==> src/rtl/pattern_buffer_loader.sv <==
// Serial load-port master for the pattern buffer bank: serialises one buffer image
// per frame MSB-first on sclk/sin/ssel and captures the sout return stream as words.
module pattern_buffer_loader #(
    parameter int BUFFER_SIZE  = 32,
    parameter int BUFFER_WIDTH = 6,
    parameter int CLK_DIV      = 2
) (
    input  logic                    clk,
    input  logic                    reset,
    input  logic                    start,
    input  logic [2:0]              buf_addr,
    input  logic [BUFFER_WIDTH-1:0] wr_data,
    input  logic                    wr_valid,
    output logic                    wr_ready,
    output logic [BUFFER_WIDTH-1:0] rd_data,
    output logic                    rd_valid,
    output logic                    busy,
    output logic                    done,
    output logic                    sclk,
    output logic                    sin,
    output logic                    ssel,
    output logic [2:0]              saddr,
    input  logic                    sout
);

    localparam int WCW = (BUFFER_SIZE > 1) ? $clog2(BUFFER_SIZE) : 1;
    localparam int BCW = (BUFFER_WIDTH > 1) ? $clog2(BUFFER_WIDTH) : 1;
    localparam int DCW = $clog2(CLK_DIV + 1);

    localparam logic [WCW-1:0] LAST_WORD = WCW'(BUFFER_SIZE - 1);
    localparam logic [BCW-1:0] LAST_BIT  = BCW'(BUFFER_WIDTH - 1);
    localparam logic [DCW-1:0] LAST_DIV  = DCW'(CLK_DIV - 1);

    typedef enum logic [2:0] {IDLE, LOAD, SHIFT, HOLD, GAP} state_t;

    state_t                  state, state_n;
    logic [WCW-1:0]          word_cnt, word_cnt_n;
    logic [BCW-1:0]          bit_cnt, bit_cnt_n;
    logic [DCW-1:0]          div_cnt, div_cnt_n;
    logic [BUFFER_WIDTH-1:0] tx_sh, tx_sh_n;
    logic [BUFFER_WIDTH-1:0] rx_sh, rx_sh_n;
    logic [BUFFER_WIDTH-1:0] rx_next;
    logic [BUFFER_WIDTH-1:0] rd_data_n;
    logic                    wr_ready_n, rd_valid_n, busy_n, done_n;
    logic                    sclk_n, sin_n, ssel_n;
    logic [2:0]              saddr_n;

    assign rx_next = {rx_sh[BUFFER_WIDTH-2:0], sout};

    always_ff @(posedge clk or posedge reset) begin
        if (reset) begin
            state    <= IDLE;
            word_cnt <= '0;
            bit_cnt  <= '0;
            div_cnt  <= '0;
            tx_sh    <= '0;
            rx_sh    <= '0;
            rd_data  <= '0;
            wr_ready <= 1'b0;
            rd_valid <= 1'b0;
            busy     <= 1'b0;
            done     <= 1'b0;
            sclk     <= 1'b0;
            sin      <= 1'b0;
            ssel     <= 1'b0;
            saddr    <= '0;
        end else begin
            state    <= state_n;
            word_cnt <= word_cnt_n;
            bit_cnt  <= bit_cnt_n;
            div_cnt  <= div_cnt_n;
            tx_sh    <= tx_sh_n;
            rx_sh    <= rx_sh_n;
            rd_data  <= rd_data_n;
            wr_ready <= wr_ready_n;
            rd_valid <= rd_valid_n;
            busy     <= busy_n;
            done     <= done_n;
            sclk     <= sclk_n;
            sin      <= sin_n;
            ssel     <= ssel_n;
            saddr    <= saddr_n;
        end
    end

    always_comb begin
        state_n    = state;
        word_cnt_n = word_cnt;
        bit_cnt_n  = bit_cnt;
        div_cnt_n  = div_cnt;
        tx_sh_n    = tx_sh;
        rx_sh_n    = rx_sh;
        rd_data_n  = rd_data;
        wr_ready_n = wr_ready;
        rd_valid_n = 1'b0;
        busy_n     = busy;
        done_n     = 1'b0;
        sclk_n     = sclk;
        sin_n      = sin;
        ssel_n     = ssel;
        saddr_n    = saddr;

        case (state)
            IDLE: begin
                if (start) begin
                    state_n    = LOAD;
                    saddr_n    = buf_addr;
                    busy_n     = 1'b1;
                    word_cnt_n = '0;
                    wr_ready_n = 1'b1;
                end
            end
            LOAD: begin
                // stalls here with sclk low and ssel/sin untouched until a word arrives
                if (wr_valid && wr_ready) begin
                    tx_sh_n    = wr_data;
                    sin_n      = wr_data[BUFFER_WIDTH-1];
                    wr_ready_n = 1'b0;
                    ssel_n     = 1'b1;
                    sclk_n     = 1'b0;
                    bit_cnt_n  = '0;
                    div_cnt_n  = '0;
                    state_n    = SHIFT;
                end
            end
            SHIFT: begin
                if (div_cnt == LAST_DIV) begin
                    div_cnt_n = '0;
                    if (!sclk) begin
                        sclk_n = 1'b1;
                    end else begin
                        // end of high phase: capture sout, fall sclk and present the next bit together
                        sclk_n  = 1'b0;
                        rx_sh_n = rx_next;
                        tx_sh_n = tx_sh << 1;
                        sin_n   = tx_sh[BUFFER_WIDTH-2];
                        if (bit_cnt == LAST_BIT) begin
                            bit_cnt_n  = '0;
                            rd_data_n  = rx_next;
                            rd_valid_n = 1'b1;
                            if (word_cnt == LAST_WORD) begin
                                state_n = HOLD;
                            end else begin
                                word_cnt_n = word_cnt + WCW'(1);
                                wr_ready_n = 1'b1;
                                state_n    = LOAD;
                            end
                        end else begin
                            bit_cnt_n = bit_cnt + BCW'(1);
                        end
                    end
                end else begin
                    div_cnt_n = div_cnt + DCW'(1);
                end
            end
            HOLD: begin
                if (div_cnt == LAST_DIV) begin
                    div_cnt_n = '0;
                    ssel_n    = 1'b0;
                    state_n   = GAP;
                end else begin
                    div_cnt_n = div_cnt + DCW'(1);
                end
            end
            GAP: begin
                if (div_cnt == LAST_DIV) begin
                    div_cnt_n = '0;
                    busy_n    = 1'b0;
                    done_n    = 1'b1;
                    state_n   = IDLE;
                end else begin
                    div_cnt_n = div_cnt + DCW'(1);
                end
            end
            default: state_n = IDLE;
        endcase
    end

endmodule
==> config.mk <==
export PLATFORM = sky130hd
export DESIGN_NAME = pattern_buffer_loader
export DESIGN_NICKNAME = d
export VERILOG_FILES = /design/src/rtl/pattern_buffer_loader.sv
export SDC_FILE = /design/constraint.sdc
export NUM_CORES = 1
export LEC_CHECK = 0
export BUFFER_PORTS_ARGS = -buffer_cell sky130_fd_sc_hd__buf_2
export CORE_MARGIN = 5
export CORE_UTILIZATION = 50
export DETAILED_ROUTE_END_ITERATION = 8
export PLACE_DENSITY_LB_ADDON = 0.15
export REMOVE_ABC_BUFFERS = 1
export SYNTH_ARGS = -nofsm -noshare
export SYNTH_HDL_FRONTEND = slang
export SYNTH_SLANG_ARGS = --single-unit
==> constraint.sdc <==
create_clock -name clk -period 2.45 [get_ports clk]
set_clock_uncertainty 0.1 [all_clocks]
set_input_delay 0.735 -clock clk [delete_from_list [all_inputs] [get_ports clk]]
set_output_delay 0.735 -clock clk [all_outputs]
set_load 0.05 [all_outputs]
Word level (Yosys, flattened, before mapping)
Index checks and enable logic that the tools add are counted.
W data, S select, Z words.
Operators by class
  add/sub/neg operators: 3
  multiply operators: 0
  divide/modulo/power cells: 0
  order comparisons: 0
  eq/ne operators: 15
  shifts and indexed selects: 0
  muxes and demuxes: 51
  bitwise gates (word level): 0
  reductions and logical operators: 20
Operators by type and width (count)
  $mux W5: 8
  $mux W3: 11
  $pmux W5 S2: 2
  $mux W1: 19
  $ne A2 B2 Y1 const B: 8
  $pmux W3 S5: 1
  $reduce_and A7 Y1: 2
  $reduce_and A3 Y1: 4
  $reduce_bool A2 Y1: 5
  $pmux W1 S2: 4
  $reduce_and A4 Y1: 2
  $eq A3 B2 Y1 const B: 2
  $eq A3 B3 Y1 const B: 2
  $mux W2: 3
  $pmux W3 S2: 1
  $reduce_and A6 Y1: 1
  $add A5 B1 Y5 const B: 1
  $eq A5 B5 Y1 const B: 1
  $pmux W2 S2: 1
  $reduce_and A2 Y1: 2
  $add A3 B1 Y3 const B: 1
  $eq A3 B1 Y1 const B: 1
  $logic_not A3 Y1: 1
  $pmux W1 S3: 1
  other kinds (5): 5
Storage, ports and cells
  flip-flop bits (word level): 39
  latch bits: 0
  RAM bits: 0
  ROM bits: 0
  output and inout port bits: 16
  memories: 0

Logic depth before layout (Yosys ltp)
Gate-level depths: netlist of run 1.
  word-level depth: 6
  gate-level depth with buffers: 6

Least setup slack after synthesis of run 1
Ideal clock, no wire load.
  kind: register to register
  start point: register sclk
  end point: register rd_data[0]
  library setup time: 0.125 ns
  arrival: 1.898 ns
  data required time: 2.225 ns
  path slack: 0.326 ns
  cell stages (with the launch flop): 7
  path buffers: 2
  period minus slack after synthesis: 2.124 ns
  path through: dfrtp_1 -> nand3b_1 -> or3_1 -> buf_6 -> or2_1 -> buf_6 -> mux2_4
Between the ends
  word-level cells in the longest chain between the ends: 1
Ends and longest elaborated chain
  from (decl): RTL line 19  | output logic sclk,
  from (signal assigned): RTL line 79  | sclk <= sclk_n;
  $reduce_and A4 Y1 (no source line)
  to (signal assigned): RTL line 74  | rd_data <= rd_data_n;
  to (decl): RTL line 15  | output logic [BUFFER_WIDTH-1:0] rd_data,
Every way passes these cells.
A chain may end at the register's enable or synchronous reset.

Worst setup path after layout of run 1
  start point: register word_cnt[0]
  end point: register word_cnt[1]
Between the ends
  word-level cells in the longest chain between the ends: 6
  elaborated cells on any way between the ends: 9
  those cells by class: add/sub: 1; eq/ne: 2; mux: 5; reduce/logical: 1
Ends and longest elaborated chain
  from (decl): RTL line 37  | logic [WCW-1:0] word_cnt, word_cnt_n;
  from (signal assigned): RTL line 69  | word_cnt <= word_cnt_n;
  $add A5 B1 Y5: RTL line 144  | word_cnt_n = word_cnt + WCW'(1);
  $mux W5: RTL line 141  | if (word_cnt == LAST_WORD) begin
  $mux W5: RTL line 137  | if (bit_cnt == LAST_BIT) begin
  $mux W5: RTL line 129  | if (!sclk) begin
  $mux W5: RTL line 127  | if (div_cnt == LAST_DIV) begin
  $pmux W5 S2: RTL line 103  | case (state)
Parallel ways exist; a longest one is shown, timed or not. The select of a mux whose other input is x is not followed.

==> results of run 1 <==
area by class of cell:
type | instances | area [sq um] | area share
flip-flops and latches | 39 | 976 | 0.436
multi-input cells | 113 | 858 | 0.383
repair buffers | 40 | 228 | 0.102
clock buffers | 5 | 68.8 | 0.0307
well taps | 48 | 60.1 | 0.0268
inverters | 8 | 30.0 | 0.0134
clock inverters | 3 | 20.0 | 0.00893
synth_stat cells (3+ instances only):
cell / number / area, sq um
dfrtp_1: 39 / 976
a21oi_1: 11 / 55.1
mux2_2: 11 / 124
inv_1: 8 / 30.0
mux2i_1: 8 / 80.1
nand2_1: 7 / 26.3
a31oi_1: 6 / 37.5
mux2_4: 6 / 90.1
nor2_1: 6 / 22.5
a21o_1: 5 / 37.5
o21ai_0: 5 / 25.0
clkbuf_1: 4 / 15.0
and2_1: 3 / 18.8
and3_1: 3 / 18.8
buf_2: 3 / 15.0
nor2b_1: 3 / 18.8
nor3_1: 3 / 15.0
cells by family (layout without fill, tap and decap cells):
| family | count (synthesis) | after routing | share of synthesized area |
|---|---|---|---|
| xor+xnor | 1 | 1 | 0.00456 |
| fa+ha+maj | 2 | 2 | 0.0130 |
| compound gates | 43 | 43 | 0.149 |
| flops | 39 | 39 | 0.508 |
| simple gates | 42 | 42 | 0.128 |
| mux | 25 | 25 | 0.153 |
| buf+inv | 18 | 56 | 0.0449 |
flip-flops by register name, indices dropped and copies added (netlist names), 2 cells and up:
register / flops
bit_cnt: 3
div_cnt: 2
rd_data: 6
rx_sh: 5
saddr: 3
state: 3
tx_sh: 5
word_cnt: 5
per-layer routing:
metal,wire (um),vias to the layer above,track usage
met4,30,0,0.0626
met5,0,-,0
met3,193,5,0.0416
li1,-,691,-
met1,1670,707,0.205
met2,1920,26,0.270
power by group:
group / switching [mW] / internal [mW] / total (mW)
Clock: 0.217 / 0.198 / 0.415
Sequential: 0.148 / 0.861 / 1.01
Combinational: 0.914 / 0.597 / 1.51
stage by stage:
stage	hold WS (ps)	worst slack, ps	total power [mW]	utilization
after floorplan	365	296	2.08	-
after global placement	382	377	2.46	0.583
after detailed placement	390	228	2.54	0.583
after CTS	356	221	2.96	0.608
after global routing	392	27.8	3.16	0.608
final	342	247	2.93	0.608
path summary, 6_finish.rpt:
path                                              start                      end  slack, ps
worst max-delay path            word_cnt[0]$_DFFE_PP0P_  word_cnt[1]$_DFFE_PP0P_        250
worst min-delay path                              reset       rd_valid$_DFF_PP0_        340
worst max register to register  word_cnt[0]$_DFFE_PP0P_  word_cnt[1]$_DFFE_PP0P_        250
worst min register to register     saddr[1]$_DFFE_PP0P_     saddr[1]$_DFFE_PP0P_        400
max in group asynchronous                         reset     tx_sh[0]$_DFFE_PP0P_       1260
min in group clk                   saddr[1]$_DFFE_PP0P_     saddr[1]$_DFFE_PP0P_        400
cells in the final DEF, fill, tap and decap left out, types with 2 or more instances in the layout:
master,netlist,routed
dfrtp_1,39,39
nor2b_1,3,3
nor4b_1,2,2
o2bb2ai_1,2,2
nor3_1,3,3
clkbuf_8,0,5
ha_1,2,2
nand3b_1,2,2
o22ai_1,2,2
mux2_2,11,11
buf_2,3,29
a21o_1,5,5
a32o_1,2,2
nor2_1,6,6
and2_1,3,3
nand2_1,7,7
and3_1,3,3
o21a_1,2,2
o31ai_1,2,2
nand3_1,2,2
or3b_2,2,2
mux2i_1,8,8
a31oi_1,6,6
nand2b_1,2,2
mux2_4,6,6
o21ai_0,5,5
buf_4,0,11
clkinvlp_4,0,2
a21oi_1,11,11
inv_1,8,8
==> out/results.txt, run 1 <==
status -> finished, final reports clean
Period minus WS final -> 2200 ps
CP max stage delay -> 500 ps
Critical Path Stages -> 6
Hold WC Path Type -> in2async
Crit-path slowest cell -> o31ai_1
routability cong. -> 0.880
nets -> 223
Static Leak -> 1.14 nW
die area -> 5180 sq um
Buffers on Ports -> 29
final WL -> 3810 um
Area Growth Syn to Fin -> 16.7%
synth warn -> 0
DRC Markers -> 0
critical path arrival -> 2310 ps
IO Pins -> 30
Reg2Reg Depth -> 6
Die X -> 72.0 um
largest net degree at the start of global routing -> 21
clk buf depth -> 2
DR WL/cell -> 14.9 um
Initial Util -> 0.521
Mapped Avg Cell Area -> 11.3 sq um
Core ar. -> 3690 sq um
H-tree depth -> 2
crit path kind -> reg2reg
Clock Sink Count -> 39
maxcap violations -> 0
ANT nets after route -> 0
Syn Std Cell Area -> 1920 sq um
Worst-path clk slew -> 80 ps
total gr overflow -> 0
first-pass GRT wire length -> 6660 um
Initial DRC Count -> 33
Placed Cells -> 248
Top delay family on crit path -> compound AO/OA/AOI/OAI gates
CP cell instances -> ha_1 > and3_1 > ha_1 > o31ai_1 > and2_1 > mux2i_1
period utilization -> 0.899
Post-Layout Cell Count -> 256
number of global-route vias before repair -> 1480
P per Cell Area -> 1310 nW/um^2
Least-Margin Pin Slew -> 650 ps
num rows -> 22
CTS buffer count -> 5
Worst EP required -> 2560 ps
post-CTS resize count -> 0
WP buf/inv -> 0
GRT Total Usage -> 0.163
die height -> 72.0 um
CP Capture Type -> flop
placed cell areas -> 2150 sq um
post-CTS setup buffer count -> 0
CP dominant cell by count -> ha_1
Final Hold Viols -> 0
Detail Placement HPWL -> 2920 um
CP Launch Type -> flop
Setup violations, final -> 0
CP Max Fanout -> 5
RSZ-0062 raised after global routing -> no
main flop type after synthesis -> dfrtp_1
vias per cell -> 5.58
clk root buf -> clkbuf_8
Fill cells -> 318
Diodes inserted -> 0
number of synthesized register bits -> 39
synth unique cells -> 44
Final Slew Violations -> 0
Vias -> 1429
clock latency on the worst-skew pair -> 290 ps
sequential-to-total area share from yosys stat -> 0.508
CTS Hold Bufs -> 0
CTS tree -> built
Worst slew margin -> 0.556
Post-synth EDFFs -> 0
drt first pass iters -> 4
cells after synthesis -> 170
initial antenna violation count -> 0
max frequency -> 454 MHz
layout cell share with drive strength beyond 1 -> 0.327
Synth async-reset ratio -> 1.00
setup_tns -> 0 ps
VDD IR max -> 0.000832 V
fin area -> 2240 sq um
No activity file was read; power rests on OpenSTA's default activity.
==> inputs of run 2 (changes only) <==
CAP_MARGIN = 30   (was not set)
clock period = 1.9 ns   (was 2.45 ns; I/O delays follow)
==> out/results.txt, run 2 (synthesis results as in run 1) <==
status -> finished, final reports clean
crit path kind -> reg2reg
Initial DRC Count -> 65 (+97%)
CP Max Fanout -> 5 (unchanged)
drt first pass iters -> 4 (unchanged)
RR Endpoint -> word_cnt[4]$_DFFE_PP0P_
period utilization -> 0.969 (+0.0693)
P per Cell Area -> 1800 nW/um^2 (+37%)
Least-Margin Pin Slew -> 563 ps (-86.5 ps)
Crit-path slowest cell -> dfrtp_1
num rows -> 22 (unchanged)
IO Pins -> 30 (unchanged)
critical path arrival -> 1950 ps (-360 ps)
Hold WC Path Type -> in2async
Vias -> 1494 (+4.5%)
DR WL/cell -> 15.1 um (+1.6%)
clk buf depth -> 2 (unchanged)
most common cell after layout, fill and taps aside -> dfrtp_1
layout cell share with drive strength beyond 1 -> 0.411 (+0.0838)
Final Slew Violations -> 0 (unchanged)
clk root buf -> clkbuf_8
CP Capture Type -> flop
GRT Total Usage -> 0.170 (+0.00686)
Area Growth Syn to Fin -> 28.2%
Fill cells -> 295 (-7.2%)
DRC Markers -> 0 (unchanged)
Buffers on Ports -> 29 (unchanged)
largest net degree at the start of global routing -> 24 (+14%)
number of global-route vias before repair -> 1408 (-4.9%)
Initial Util -> 0.521 (unchanged)
Setup violations, final -> 0 (unchanged)
final WL -> 4120 um (+8.0%)
Top delay family on crit path -> flip-flops
fin area -> 2460 sq um (+9.9%)
Worst slew margin -> 0.615 (+0.0592)
Worst-path clk slew -> 70 ps (about the same)
Static Leak -> 1.26 nW (+11%)
CP dominant cell by count -> ha_2
first-pass GRT wire length -> 6810 um (+2.3%)
Critical R2R Launch -> word_cnt[1]$_DFFE_PP0P_
total gr overflow -> 0 (unchanged)
placed cell areas -> 2250 sq um (+4.8%)
Worst EP required -> 2010 ps (-550 ps)
commonest cells after routing, fill and taps aside -> dfrtp_1, buf_2, buf_4, mux2_2, a21oi_1
nets -> 239 (+7.2%)
Period minus WS final -> 1840 ps (-363 ps)
maxcap violations -> 0 (unchanged)
ANT nets after route -> 0 (unchanged)
CTS Hold Bufs -> 0 (unchanged)
H-tree depth -> 2 (unchanged)
clock latency on the worst-skew pair -> 290 ps (about the same)
Final Hold Viols -> 0 (unchanged)
CP Launch Type -> flop
max frequency -> 543 MHz (+20%)
Diodes inserted -> 0 (unchanged)
initial antenna violation count -> 0 (unchanged)
vias per cell -> 5.49 (-1.6%)
CP max stage delay -> 390 ps (-110 ps)
VDD IR max -> 0.00113 V (+36%)
WP buf/inv -> 1 (+1)
reg-to-reg slack, setup -> 60 ps (-190 ps)
routability cong. -> 0.841 (-4.4%)
die area -> 5180 sq um (unchanged)
CP cell instances -> ha_2 > and3_1 > ha_2 > o31ai_2 > buf_4 > and2_4 > mux2i_1
Detail Placement HPWL -> 3000 um (+2.5%)
Clock Sink Count -> 39 (unchanged)
CTS tree -> built
total power -> 4.42 mW (+51%)
Die X -> 72.0 um (unchanged)
CTS buffer count -> 5 (unchanged)
Biggest register -> rd_data
Reg2Reg Depth -> 7 (+1)
die height -> 72.0 um (unchanged)
Core ar. -> 3690 sq um (unchanged)
max FFs per register -> 6 (unchanged)
-- run 2: cell count changes in the layout (fill, tap and decap cells not counted), sizes merged --
| cell | before | now |
|---|---|---|
| clkinvlp | 2 | 0 |
| buf | 40 | 56 |
| bufinv | 0 | 2 |
| clkbuf | 5 | 6 |
| clkinv | 1 | 0 |
-- run 2: stage by stage --
| step | util | cells | setup WS (ps) | hold WS (ps) | setup TNS [ps] |
|---|---|---|---|---|---|
| CTS | 0.654 | 268 | 0.800 | 210 | 0 |
| floorplan | - | 160 | -254 | 365 | -1980 |
| global route | 0.668 | 272 | -14.0 | 245 | -22.1 |
| finish | 0.668 | 272 | 59.8 | 207 | 0 |
| detailed placement | 0.611 | 260 | -147 | 385 | -508 |
| global placement | 0.611 | 260 | -64.8 | 377 | -64.8 |
-- run 2: layout make-up --
cell class / count / area [sq um] / area share
Tap cell: 48 / 60.1 / 0.0244
Inverter: 8 / 30.0 / 0.0122
Timing Repair Buffer: 56 / 364 / 0.148
Sequential cell: 39 / 976 / 0.396
Clock inverter: 2 / 60.1 / 0.0244
Clock buffer: 6 / 72.6 / 0.0295
Multi-Input combinational cell: 113 / 900 / 0.365
-- run 2: layer usage --
metal  vias up  part of all wire  global-route usage
li1        723                 -                   -
met1       729              0.46               0.228
met2        37              0.48               0.265
met3         5             0.053              0.0499
met4         0             0.010              0.0564
met5         -                 0                   0
-- run 2: worst reg2reg max path, stage by stage, from the launching register on --
cell and delay, ps:
dfrtp_1 390, ha_2 190, and3_1 180, ha_2 180, o31ai_2 210, buf_4 170, and2_4 160, mux2i_1 200
-- run 2: power by group --
group / internal (mW) / switching (mW) / total, mW
Combinational: 1.03 / 1.28 / 2.31
Clock: 0.525 / 0.287 / 0.812
Sequential: 1.11 / 0.189 / 1.30
Total: 2.66 / 1.76 / 4.42
-- run 2: what timing repair did --
action	4_1_cts	5_1_grt
setup endpoints to repair	17	10
gates resized for setup	5	6
buffers inserted	0	4
pin swaps	1	3
-- run 2: how the worst max path moves through the flow --
stage | startpoint | endpoint | cells after the start | slack [ps]
after CTS | word_cnt[0]$_DFFE_PP0P_ | word_cnt[4]$_DFFE_PP0P_ | 7 | 0.8
after global routing | word_cnt[1]$_DFFE_PP0P_ | word_cnt[4]$_DFFE_PP0P_ | 7 | -10
after global placement | state[1]$_DFFE_PP0P_ | state[0]$_DFFE_PP0P_ | 4 | -60
after detailed placement | state[1]$_DFFE_PP0P_ | state[0]$_DFFE_PP0P_ | 4 | -150
final | word_cnt[1]$_DFFE_PP0P_ | word_cnt[4]$_DFFE_PP0P_ | 7 | 60
after floorplan | sclk$_DFFE_PP0P_ | rd_data[0]$_DFFE_PP0P_ | 4 | -250
==> inputs of run 3 (changes only) <==
clock period = 2.2 ns   (was 1.9 ns; I/O delays follow)
==> out/results.txt, run 3 (synthesis results as in run 1) <==
H-tree depth -> 2 (unchanged)
Fill cells -> 319 (+8.1%)
commonest cells after routing, fill and taps aside -> dfrtp_1, buf_2, buf_4, mux2_2, a21oi_1
Period minus WS final -> 1990 ps (+148 ps)
post-route setup slack -> 211 ps (+152 ps)
layout cell share with drive strength beyond 1 -> 0.340 (-0.0710)
register area -> 976 sq um (unchanged)
Initial DRC Count -> 106 (+63%)
drt first pass iters -> 4 (unchanged)
Worst EP required -> 2320 ps (+310 ps)
total gr overflow -> 0 (unchanged)
CTS tree -> built
CP Max Fanout -> 5 (unchanged)
DRC Markers -> 0 (unchanged)
clk buf depth -> 2 (unchanged)
DR WL/cell -> 15.8 um (+4.4%)
Clock Sink Count -> 39 (unchanged)
P per Cell Area -> 1520 nW/um^2 (-15%)
Initial Util -> 0.521 (unchanged)
die height -> 72.0 um (unchanged)
Sequential Power Share -> 0.324 (+0.030)
first-pass GRT wire length -> 6850 um (+0.60%)
most common cell after layout, fill and taps aside -> dfrtp_1
period utilization -> 0.904 (-0.0646)
die area -> 5180 sq um (unchanged)
Placed Cells -> 249 (-4.2%)
CP Launch Type -> flop
status -> finished, final reports clean
Die X -> 72.0 um (unchanged)
crit path kind -> reg2reg
initial antenna violation count -> 0 (unchanged)
max frequency -> 503 MHz (-7.5%)
num rows -> 22 (unchanged)
clock power share -> 0.174 (-0.010)
Setup violations, final -> 0 (unchanged)
Biggest register -> rd_data
max FFs per register -> 6 (unchanged)
routability cong. -> 0.962 (+14%)
critical path arrival -> 2110 ps (+160 ps)
CP Capture Type -> flop
ANT nets after route -> 0 (unchanged)
Vias -> 1452 (-2.8%)
clk root buf -> clkbuf_8
CTS Hold Bufs -> 0 (unchanged)
Buffers on Ports -> 29 (unchanged)
Net Sw Frac -> 0.425 (+0.0276)
VDD IR max -> 0.000784 V (-31%)
Worst-path clk slew -> 80 ps (about the same)
Final Slew Violations -> 0 (unchanged)
setup_tns -> 0 ps (unchanged)
Sw Pwr -> 1.47 mW (-16%)
Hold WC Path Type -> in2async
largest net degree at the start of global routing -> 40 (+67%)
RSZ-0062 raised after global routing -> no
P_int -> 1.99 mW (-25%)
Comb pwr share -> 0.502 (-0.020)
final WL -> 4060 um (-1.3%)
clock latency on the worst-skew pair -> 300 ps (about the same)
Final Hold Viols -> 0 (unchanged)
Area Growth Syn to Fin -> 18.6%
vias per cell -> 5.65 (+2.9%)
Least-Margin Pin Slew -> 598 ps (+35.4 ps)
Diodes inserted -> 0 (unchanged)
maxcap violations -> 0 (unchanged)
Post-Layout Cell Count -> 257 (-5.5%)
area taken by multi-input logic gates -> 865 sq um (-3.9%)
Detail Placement HPWL -> 2920 um (-2.6%)
post-CTS setup buffer count -> 0 (unchanged)
GRT Total Usage -> 0.172 (+0.00181)
CTS buffer count -> 5 (unchanged)
IO Pins -> 30 (unchanged)
nets -> 224 (-6.3%)
Worst slew margin -> 0.591 (-0.0242)
Static Leak -> 1.16 nW (-7.6%)
Core ar. -> 3690 sq um (unchanged)
pre-CTS WS -> 106 ps (+253 ps)
number of global-route vias before repair -> 1477 (+4.9%)
run 3: repair_timing:
action	in CTS	in global routing
endpoints found under the hold margin	0	0
endpoints found under the setup margin	0	2
resized for setup	0	2
run 3: cell type report:
type,count,area share
well taps,48,0.0264
clock buffers,5,0.0302
repair buffers,41,0.103
clock inverters,3,0.0192
multi-input cells,113,0.379
inverters,8,0.0132
flip-flops and latches,39,0.428
run 3: final timing paths:
check / startpoint / endpoint / slack (ps) / cells past startpoint
setup / recovery: word_cnt[0]$_DFFE_PP0P_ / word_cnt[1]$_DFFE_PP0P_ / 210 / 7
hold / removal: reset / rd_data[5]$_DFFE_PP0P_ / 360 / 3
setup reg to reg: word_cnt[0]$_DFFE_PP0P_ / word_cnt[1]$_DFFE_PP0P_ / 210 / 7
hold reg to reg: saddr[2]$_DFFE_PP0P_ / saddr[2]$_DFFE_PP0P_ / 410 / 1
max in group asynchronous: reset / tx_sh[1]$_DFFE_PP0P_ / 1300 / 3
min in group clk: saddr[2]$_DFFE_PP0P_ / saddr[2]$_DFFE_PP0P_ / 410 / 1
run 3: power groups by stage:
stage          combinational, mW  clock, mW  sequential (mW)
2_1_floorplan              0.890          0             1.43
3_3_place_gp                1.67          0             1.11
3_5_place_dp                1.72          0             1.13
4_1_cts                     1.74      0.613             1.12
5_1_grt                     1.91      0.650             1.15
6_report                    1.74      0.603             1.12
run 3: worst max-delay path, cell delays in order, from the launching register on:
cell,delay (ps)
dfrtp_1,420
ha_1,240
and3_1,190
ha_1,190
o31ai_1,250
buf_4,180
and2_4,160
mux2i_1,190
run 3: metal layers:
layer | track usage | part of all wire
met1 | 0.205 | 0.43
met3 | 0.0485 | 0.051
met4 | 0.0731 | 0.021
met2 | 0.291 | 0.50
met5 | 0 | 0
run 3: per-stage QoR:
step                 util  hold slack (ps)  area [sq um]  power, mW
floorplan               -              365          1860       2.32
global placement    0.585              385          2160       2.79
detailed placement  0.585              388          2160       2.85
CTS                 0.616              382          2270       3.47
global route        0.618              419          2280       3.71
finish              0.618              365          2280       3.46
